<file path="src/rtl/commit_trace_fifo_pkg.sv">
// rtl/commit_trace_fifo_pkg.sv - shared widths, entry layout and packing helper for the commit trace FIFO
package commit_trace_fifo_pkg;

    localparam int TRACE_SEQ_W   = 16;
    localparam int TRACE_DATA_W  = 32;
    localparam int TRACE_ENTRY_W = TRACE_SEQ_W + 3 * TRACE_DATA_W;

    // Entry layout, LSB first: result, inst, pc, seq
    localparam int RESULT_LSB = 0;
    localparam int INST_LSB   = RESULT_LSB + TRACE_DATA_W;
    localparam int PC_LSB     = INST_LSB + TRACE_DATA_W;
    localparam int SEQ_LSB    = PC_LSB + TRACE_DATA_W;

    typedef logic [TRACE_SEQ_W-1:0]   seq_t;
    typedef logic [TRACE_DATA_W-1:0]  word_t;
    typedef logic [TRACE_ENTRY_W-1:0] entry_t;

    function automatic entry_t pack_entry(input seq_t seq, input word_t pc,
                                          input word_t inst, input word_t result);
        entry_t e;
        e = '0;
        e[SEQ_LSB    +: TRACE_SEQ_W]  = seq;
        e[PC_LSB     +: TRACE_DATA_W] = pc;
        e[INST_LSB   +: TRACE_DATA_W] = inst;
        e[RESULT_LSB +: TRACE_DATA_W] = result;
        return e;
    endfunction

endpackage

</file>
<file path="src/rtl/commit_trace_fifo_if.sv">
// rtl/commit_trace_fifo_if.sv - write-back commit input and trace output handshake bundle
interface commit_trace_fifo_if;
    import commit_trace_fifo_pkg::*;

    logic  wb_valid;
    word_t wb_pc;
    word_t wb_inst;
    word_t wb_result;

    logic  out_valid;
    logic  out_ready;
    seq_t  out_seq;
    word_t out_pc;
    word_t out_inst;
    word_t out_result;

    modport master (
        output wb_valid, wb_pc, wb_inst, wb_result, out_ready,
        input  out_valid, out_seq, out_pc, out_inst, out_result
    );

    modport slave (
        input  wb_valid, wb_pc, wb_inst, wb_result, out_ready,
        output out_valid, out_seq, out_pc, out_inst, out_result
    );

endinterface

</file>
<file path="src/rtl/commit_trace_fifo_mem.sv">
// rtl/commit_trace_fifo_mem.sv - DEPTH x entry register array, synchronous write, asynchronous read
module commit_trace_fifo_mem
    import commit_trace_fifo_pkg::*;
#(
    parameter int DEPTH = 16,
    localparam int AW   = $clog2(DEPTH)
) (
    input  logic          clk_i,
    input  logic          we_i,
    input  logic [AW-1:0] waddr_i,
    input  entry_t        wdata_i,
    input  logic [AW-1:0] raddr_i,
    output entry_t        rdata_o
);

    entry_t mem_q [DEPTH];

    always_ff @(posedge clk_i) begin
        if (we_i) begin
            mem_q[waddr_i] <= wdata_i;
        end
    end

    assign rdata_o = mem_q[raddr_i];

endmodule

</file>
<file path="src/rtl/commit_trace_fifo.sv">
// rtl/commit_trace_fifo.sv - captures retired instructions into a sequence-tagged FIFO;
// overflow drops and counts entries rather than stalling the pipeline.
module commit_trace_fifo
    import commit_trace_fifo_pkg::*;
#(
    parameter int DEPTH    = 16,
    parameter int DROP_NOP = 1,
    localparam int AW      = $clog2(DEPTH),
    localparam int CW      = AW + 1
) (
    input  logic                   clk_i,
    input  logic                   reset_i,
    commit_trace_fifo_if.slave     bus_if,
    output logic [CW-1:0]          count_o,
    output logic                   full_o,
    output logic                   empty_o,
    output logic [TRACE_SEQ_W-1:0] drop_cnt_o
);

    localparam logic [CW-1:0] DEPTH_C = CW'(DEPTH);

    logic [AW-1:0] rd_ptr_q, rd_ptr_d;
    logic [AW-1:0] wr_ptr_q, wr_ptr_d;
    logic [CW-1:0] count_q, count_d;
    seq_t          seq_q, seq_d;
    seq_t          drop_q, drop_d;

    logic   full, empty;
    logic   cap, pop, push, drop;
    entry_t wr_entry;
    entry_t rd_entry;

    assign full  = (count_q == DEPTH_C);
    assign empty = (count_q == '0);

    // A zero instruction word is a pipeline bubble; optionally it never enters the trace
    assign cap  = bus_if.wb_valid && !((DROP_NOP != 0) && (bus_if.wb_inst == '0));
    assign pop  = !empty && bus_if.out_ready;
    assign push = cap && (!full || pop);
    assign drop = cap && full && !pop;

    assign wr_entry = pack_entry(seq_q, bus_if.wb_pc, bus_if.wb_inst, bus_if.wb_result);

    always_comb begin
        rd_ptr_d = rd_ptr_q;
        wr_ptr_d = wr_ptr_q;
        count_d  = count_q;
        seq_d    = seq_q;
        drop_d   = drop_q;

        if (pop) begin
            rd_ptr_d = rd_ptr_q + AW'(1);
        end
        if (push) begin
            wr_ptr_d = wr_ptr_q + AW'(1);
        end
        if (push && !pop) begin
            count_d = count_q + CW'(1);
        end else if (pop && !push) begin
            count_d = count_q - CW'(1);
        end

        // Sequence advances for dropped commits too, so gaps in out_seq expose drops
        if (cap) begin
            seq_d = seq_q + 16'd1;
        end
        if (drop && (drop_q != 16'hFFFF)) begin
            drop_d = drop_q + 16'd1;
        end
    end

    always_ff @(posedge clk_i) begin
        if (reset_i) begin
            rd_ptr_q <= '0;
            wr_ptr_q <= '0;
            count_q  <= '0;
            seq_q    <= '0;
            drop_q   <= '0;
        end else begin
            rd_ptr_q <= rd_ptr_d;
            wr_ptr_q <= wr_ptr_d;
            count_q  <= count_d;
            seq_q    <= seq_d;
            drop_q   <= drop_d;
        end
    end

    // Writes are gated off during reset so the reset cycle never lands data in storage
    commit_trace_fifo_mem #(
        .DEPTH (DEPTH)
    ) u_mem (
        .clk_i   (clk_i),
        .we_i    (push && !reset_i),
        .waddr_i (wr_ptr_q),
        .wdata_i (wr_entry),
        .raddr_i (rd_ptr_q),
        .rdata_o (rd_entry)
    );

    assign bus_if.out_valid  = !empty;
    assign bus_if.out_seq    = rd_entry[SEQ_LSB    +: TRACE_SEQ_W];
    assign bus_if.out_pc     = rd_entry[PC_LSB     +: TRACE_DATA_W];
    assign bus_if.out_inst   = rd_entry[INST_LSB   +: TRACE_DATA_W];
    assign bus_if.out_result = rd_entry[RESULT_LSB +: TRACE_DATA_W];

    assign count_o    = count_q;
    assign full_o     = full;
    assign empty_o    = empty;
    assign drop_cnt_o = drop_q;

endmodule

</file>
<file path="src/flat_wrapper.sv">
// flat-port wrapper written by rule: the top's interface ports become plain ports
module commit_trace_fifo_flat import commit_trace_fifo_pkg::*;
#(
    parameter int DEPTH    = 16,
    parameter int DROP_NOP = 1,
    localparam int AW      = $clog2(DEPTH),
    localparam int CW      = AW + 1
)
  (clk_i, reset_i, count_o, full_o, empty_o, drop_cnt_o, bus_if_wb_valid, bus_if_wb_pc, bus_if_wb_inst, bus_if_wb_result, bus_if_out_ready, bus_if_out_valid, bus_if_out_seq, bus_if_out_pc, bus_if_out_inst, bus_if_out_result);
  commit_trace_fifo_if bus_if_i ();
  input  logic clk_i;
  input  logic reset_i;
  output logic [CW-1:0] count_o;
  output logic full_o;
  output logic empty_o;
  output logic [TRACE_SEQ_W-1:0] drop_cnt_o;
  input wire logic [$bits(bus_if_i.wb_valid)-1:0] bus_if_wb_valid;
  input wire logic [$bits(bus_if_i.wb_pc)-1:0] bus_if_wb_pc;
  input wire logic [$bits(bus_if_i.wb_inst)-1:0] bus_if_wb_inst;
  input wire logic [$bits(bus_if_i.wb_result)-1:0] bus_if_wb_result;
  input wire logic [$bits(bus_if_i.out_ready)-1:0] bus_if_out_ready;
  output wire logic [$bits(bus_if_i.out_valid)-1:0] bus_if_out_valid;
  output wire logic [$bits(bus_if_i.out_seq)-1:0] bus_if_out_seq;
  output wire logic [$bits(bus_if_i.out_pc)-1:0] bus_if_out_pc;
  output wire logic [$bits(bus_if_i.out_inst)-1:0] bus_if_out_inst;
  output wire logic [$bits(bus_if_i.out_result)-1:0] bus_if_out_result;
  assign bus_if_i.wb_valid = bus_if_wb_valid;
  assign bus_if_i.wb_pc = bus_if_wb_pc;
  assign bus_if_i.wb_inst = bus_if_wb_inst;
  assign bus_if_i.wb_result = bus_if_wb_result;
  assign bus_if_i.out_ready = bus_if_out_ready;
  assign bus_if_out_valid = bus_if_i.out_valid;
  assign bus_if_out_seq = bus_if_i.out_seq;
  assign bus_if_out_pc = bus_if_i.out_pc;
  assign bus_if_out_inst = bus_if_i.out_inst;
  assign bus_if_out_result = bus_if_i.out_result;
  commit_trace_fifo #(.DEPTH(DEPTH), .DROP_NOP(DROP_NOP)) u_core (.clk_i(clk_i), .reset_i(reset_i), .bus_if(bus_if_i), .count_o(count_o), .full_o(full_o), .empty_o(empty_o), .drop_cnt_o(drop_cnt_o));
endmodule
</file>
<file path="config.mk">
export PLATFORM = sky130hd
export DESIGN_NAME = commit_trace_fifo_flat
export DESIGN_NICKNAME = d
export VERILOG_FILES = /design/src/rtl/commit_trace_fifo_pkg.sv /design/src/rtl/commit_trace_fifo_if.sv /design/src/rtl/commit_trace_fifo_mem.sv /design/src/rtl/commit_trace_fifo.sv /design/src/flat_wrapper.sv
export SDC_FILE = /design/constraint.sdc
export NUM_CORES = 1
export LEC_CHECK = 0
export BUFFER_PORTS_ARGS = -buffer_cell sky130_fd_sc_hd__buf_2
export CAP_MARGIN = 20
export CELL_PAD_IN_SITES_DETAIL_PLACEMENT = 1
export CELL_PAD_IN_SITES_GLOBAL_PLACEMENT = 1
export CORE_MARGIN = 2
export CORE_UTILIZATION = 55
export DETAILED_ROUTE_END_ITERATION = 7
export PLACE_DENSITY_LB_ADDON = 0.08
export SYNTH_ARGS = -nofsm -noshare
export SYNTH_HDL_FRONTEND = slang
export SYNTH_SLANG_ARGS = --single-unit
</file>
<file path="constraint.sdc">
create_clock -name clk_i -period 14.15 [get_ports clk_i]
set_clock_uncertainty 0.2 [all_clocks]
set_input_delay 0.7075 -clock clk_i [delete_from_list [all_inputs] [get_ports clk_i]]
set_output_delay 0.7075 -clock clk_i [all_outputs]
set_load 0.1 [all_outputs]
</file>
==> flow_metrics.env <==
export IMPL_overflow=0
export IMPL_cp_required_ns=13.24
export IMPL_place_ws_ns=8.92
export IMPL_clockBufferDepth=3
export IMPL_r2r_end="u_core.u_mem.mem_q[11][68]"
export IMPL_io_pins=236
export IMPL_crit_type="reg2out"
export IMPL_root_buffer="clkbuf_16"
export IMPL_worstHoldStart="bus_if_wb_pc[29]"
export IMPL_yosysMostFrequentCell="edfxtp_1"
export IMPL_synthCells=2788
export IMPL_h_tree_depth=4
export IMPL_maxCapViolCount=0
export IMPL_end_kind="output port"
export IMPL_synth_seq_cells=1841
export IMPL_antenna_found_initial=20
export IMPL_irDropWorstVdd_uv=238
export IMPL_ys_seq_area_share_pct=78.8
export IMPL_ant_nets=0
export IMPL_firstDrtPassIters=5
export IMPL_synth_cell_types=47
export IMPL_cp_start_kind="flop"
export IMPL_final_nets=3256
export IMPL_r2r_slack_ns=10.16
export IMPL_vias_per_cell=6.36
export IMPL_synthTopCellsByCount="edfxtp_1, mux4_2, clkbuf_1"
export IMPL_async_flop_share_pct=0
export IMPL_synthesis_nets=2900
export IMPL_holdPathStages=1
export IMPL_drc=0
export IMPL_cts_buffers=181
export IMPL_gp_congestion=0.748
export IMPL_regArea_sq_um=54800
export IMPL_wl_per_cell_um=32.1
export IMPL_grt_usage_pct=25.2
export IMPL_die_area_sq_um=129000
export IMPL_drt_initial_drc_count=3302
export IMPL_grt_pass1_vias=34338
export IMPL_reg2reg_from="u_core.count_o[1]"
export IMPL_multiInputGateArea_sq_um=14200
export IMPL_post_cts_buffers=0
export IMPL_period_share_pct=41.8
export IMPL_port_buffers=235
export IMPL_worstPathMaxFanout=160
export IMPL_grt_max_degree=161
export IMPL_finalPower_mw=14.1
export IMPL_min_to="u_core.u_mem.mem_q[7][93]"
export IMPL_fmax_mhz=169
export IMPL_syn_area_per_cell_sq_um=25.0
export IMPL_grt_pass1_wl_mm=235
export IMPL_worstPathArrival_ns=5.01
export IMPL_cts_sinks=1841
export IMPL_synthesis_area_sq_um=69600
export IMPL_p_leak_nw=24.2
export IMPL_timing_slew_headroom_pct=26.9
export IMPL_nFillCells=9877
export IMPL_fin_setup_tns_ns=0
export IMPL_cts_tree="yes"
export IMPL_power_density_nw_per_um2=179
export IMPL_hold_class="in2reg"
export IMPL_clkLatencyLatePin_ns=0.79
export IMPL_worst_pin_slew_ns=1.10
export IMPL_coreArea_sq_um=126000
export IMPL_reg2regPathDepth=7
export IMPL_routed_wirelength_mm=159
export IMPL_die_w_um=360
export IMPL_slew_violations=0
export IMPL_finalHoldViolations=0
export IMPL_synthToLayoutAreaGrowth_pct=13.2
export IMPL_status="completed"
export IMPL_via_count=31502
export IMPL_rsz0062_at_grt="no"
export IMPL_synth_largest_area_cell="edfxtp_1"
export IMPL_setup_slack_ns=8.23
export IMPL_path_clk_slew_ns=0.06
export IMPL_ys_warn_count=0
export IMPL_drive_gt1_share_pct=35.2
export IMPL_start_util_pct=55.4
export IMPL_rows=130
export IMPL_cts_resized_gates=0
export IMPL_die_h_um=360
export IMPL_hpwl_mm=80.4
export IMPL_fin_crit_ns=5.92
export IMPL_synthFlopType="edfxtp_1"
export IMPL_synthDominantCellAreaShare_pct=77.3
export IMPL_synth_area_top_cells="edfxtp_1, mux4_2, dfxtp_1"
export IMPL_synth_edf_count=1792
export IMPL_postCtsHoldBufs=0
export IMPL_setup_viol=0
-- per-stage QoR --
stage               instance area (sq um)  std cells  util, %  hold slack [ns]
CTS                                 78600       4940     62.6           0.0289
floorplan                           69600       2788        -            0.268
detailed placement                  72900       4605     58.0            0.312
finish                              78800       4952     62.7           0.0882
global route                        78700       4950     62.7           0.0586
global placement                    72900       4605     58.0            0.273
-- worst max-delay path by stage --
stage,depth (start not counted),end,slack [ns],start
6_report,5,bus_if_out_seq[5],8.23,flop
4_1_cts,5,bus_if_out_inst[17],8.05,flop
3_3_place_gp,5,bus_if_out_inst[17],9.02,flop
3_5_place_dp,5,bus_if_out_inst[17],8.92,flop
5_1_grt,5,bus_if_out_seq[5],7.97,flop
2_1_floorplan,5,u_core.u_mem.mem_q[11][0],0.78,u_core.count_o[1]
-- flip-flops by register name (all words and copies together) (netlist names), named ones only --
signal              cells
u_core.count_o          5
u_core.seq_q           16
u_core.rd_ptr_q         4
u_core.u_mem.mem_q   1792
u_core.drop_cnt_o      16
u_core.wr_ptr_q         4
-- cells by family (layout without fill, tap and decap cells) --
kind of cell    Yosys count  in the layout  synth area share, %
flops                  1841           1841                 78.8
mux                     565            565                 18.2
compound gates           62             62                0.552
xor+xnor                 19             19                0.239
simple gates            136            136                 1.06
fa+ha+maj                12             12                0.227
other cells               0              6                    0
buf+inv                 153            661                0.959
-- per-layer routing --
layer  track usage, %  vias up  wire length, um
li1                 -    12878                -
met3             4.71      224             9900
met2             41.1     1078            80200
met5                0        -               73
met1             35.8    17310            65600
met4             6.74       12             3120
-- cell usage in the layout, fill, tap and decap left out, types with 5 or more instances in the layout --
cell and count:
nand3_1 8, ha_1 11, clkbuf_1 34, dfxtp_1 45, diode_2 6, o211ai_1 7
inv_6 10, nor2_1 32, buf_4 70, clkinv_2 32, clkbuf_16 185, nand2_1 16
or3_1 14, nor3_2 12, buf_2 235, clkinv_1 48, bufinv_16 12, o21ai_0 17
nor4_1 11, o2111ai_1 5, inv_1 13, mux4_2 560, edfxtp_1 1792, xor2_1 16
clkbuf_8 9, nand4_1 10, a21oi_1 21
-- report_power, final --
part	total, mW	internal [mW]	switching (mW)	leakage (nW)
sequential	6.12	6.05	0.0716	16.5
combinational	3.34	1.20	2.14	4.81
clock	4.64	2.65	1.98	2.81
-- worst max-delay path: stages (launching register included) --
cell,delay (ns)
dfxtp_4,1.00
buf_12,0.80
buf_4,0.93
mux4_2,0.42
mux4_2,0.54
buf_2,0.32
-- area by class of cell --
type / instances / share of cell area [%]
multi-input cells: 794 / 18.0
inverters: 13 / 0.0620
well taps: 1650 / 2.62
clock inverters: 107 / 1.07
diodes: 6 / 0.0191
flip-flops and latches: 1841 / 69.6
clock buffers: 228 / 6.20
repair buffers: 313 / 2.40
Power figures use the tool's default switching activity.
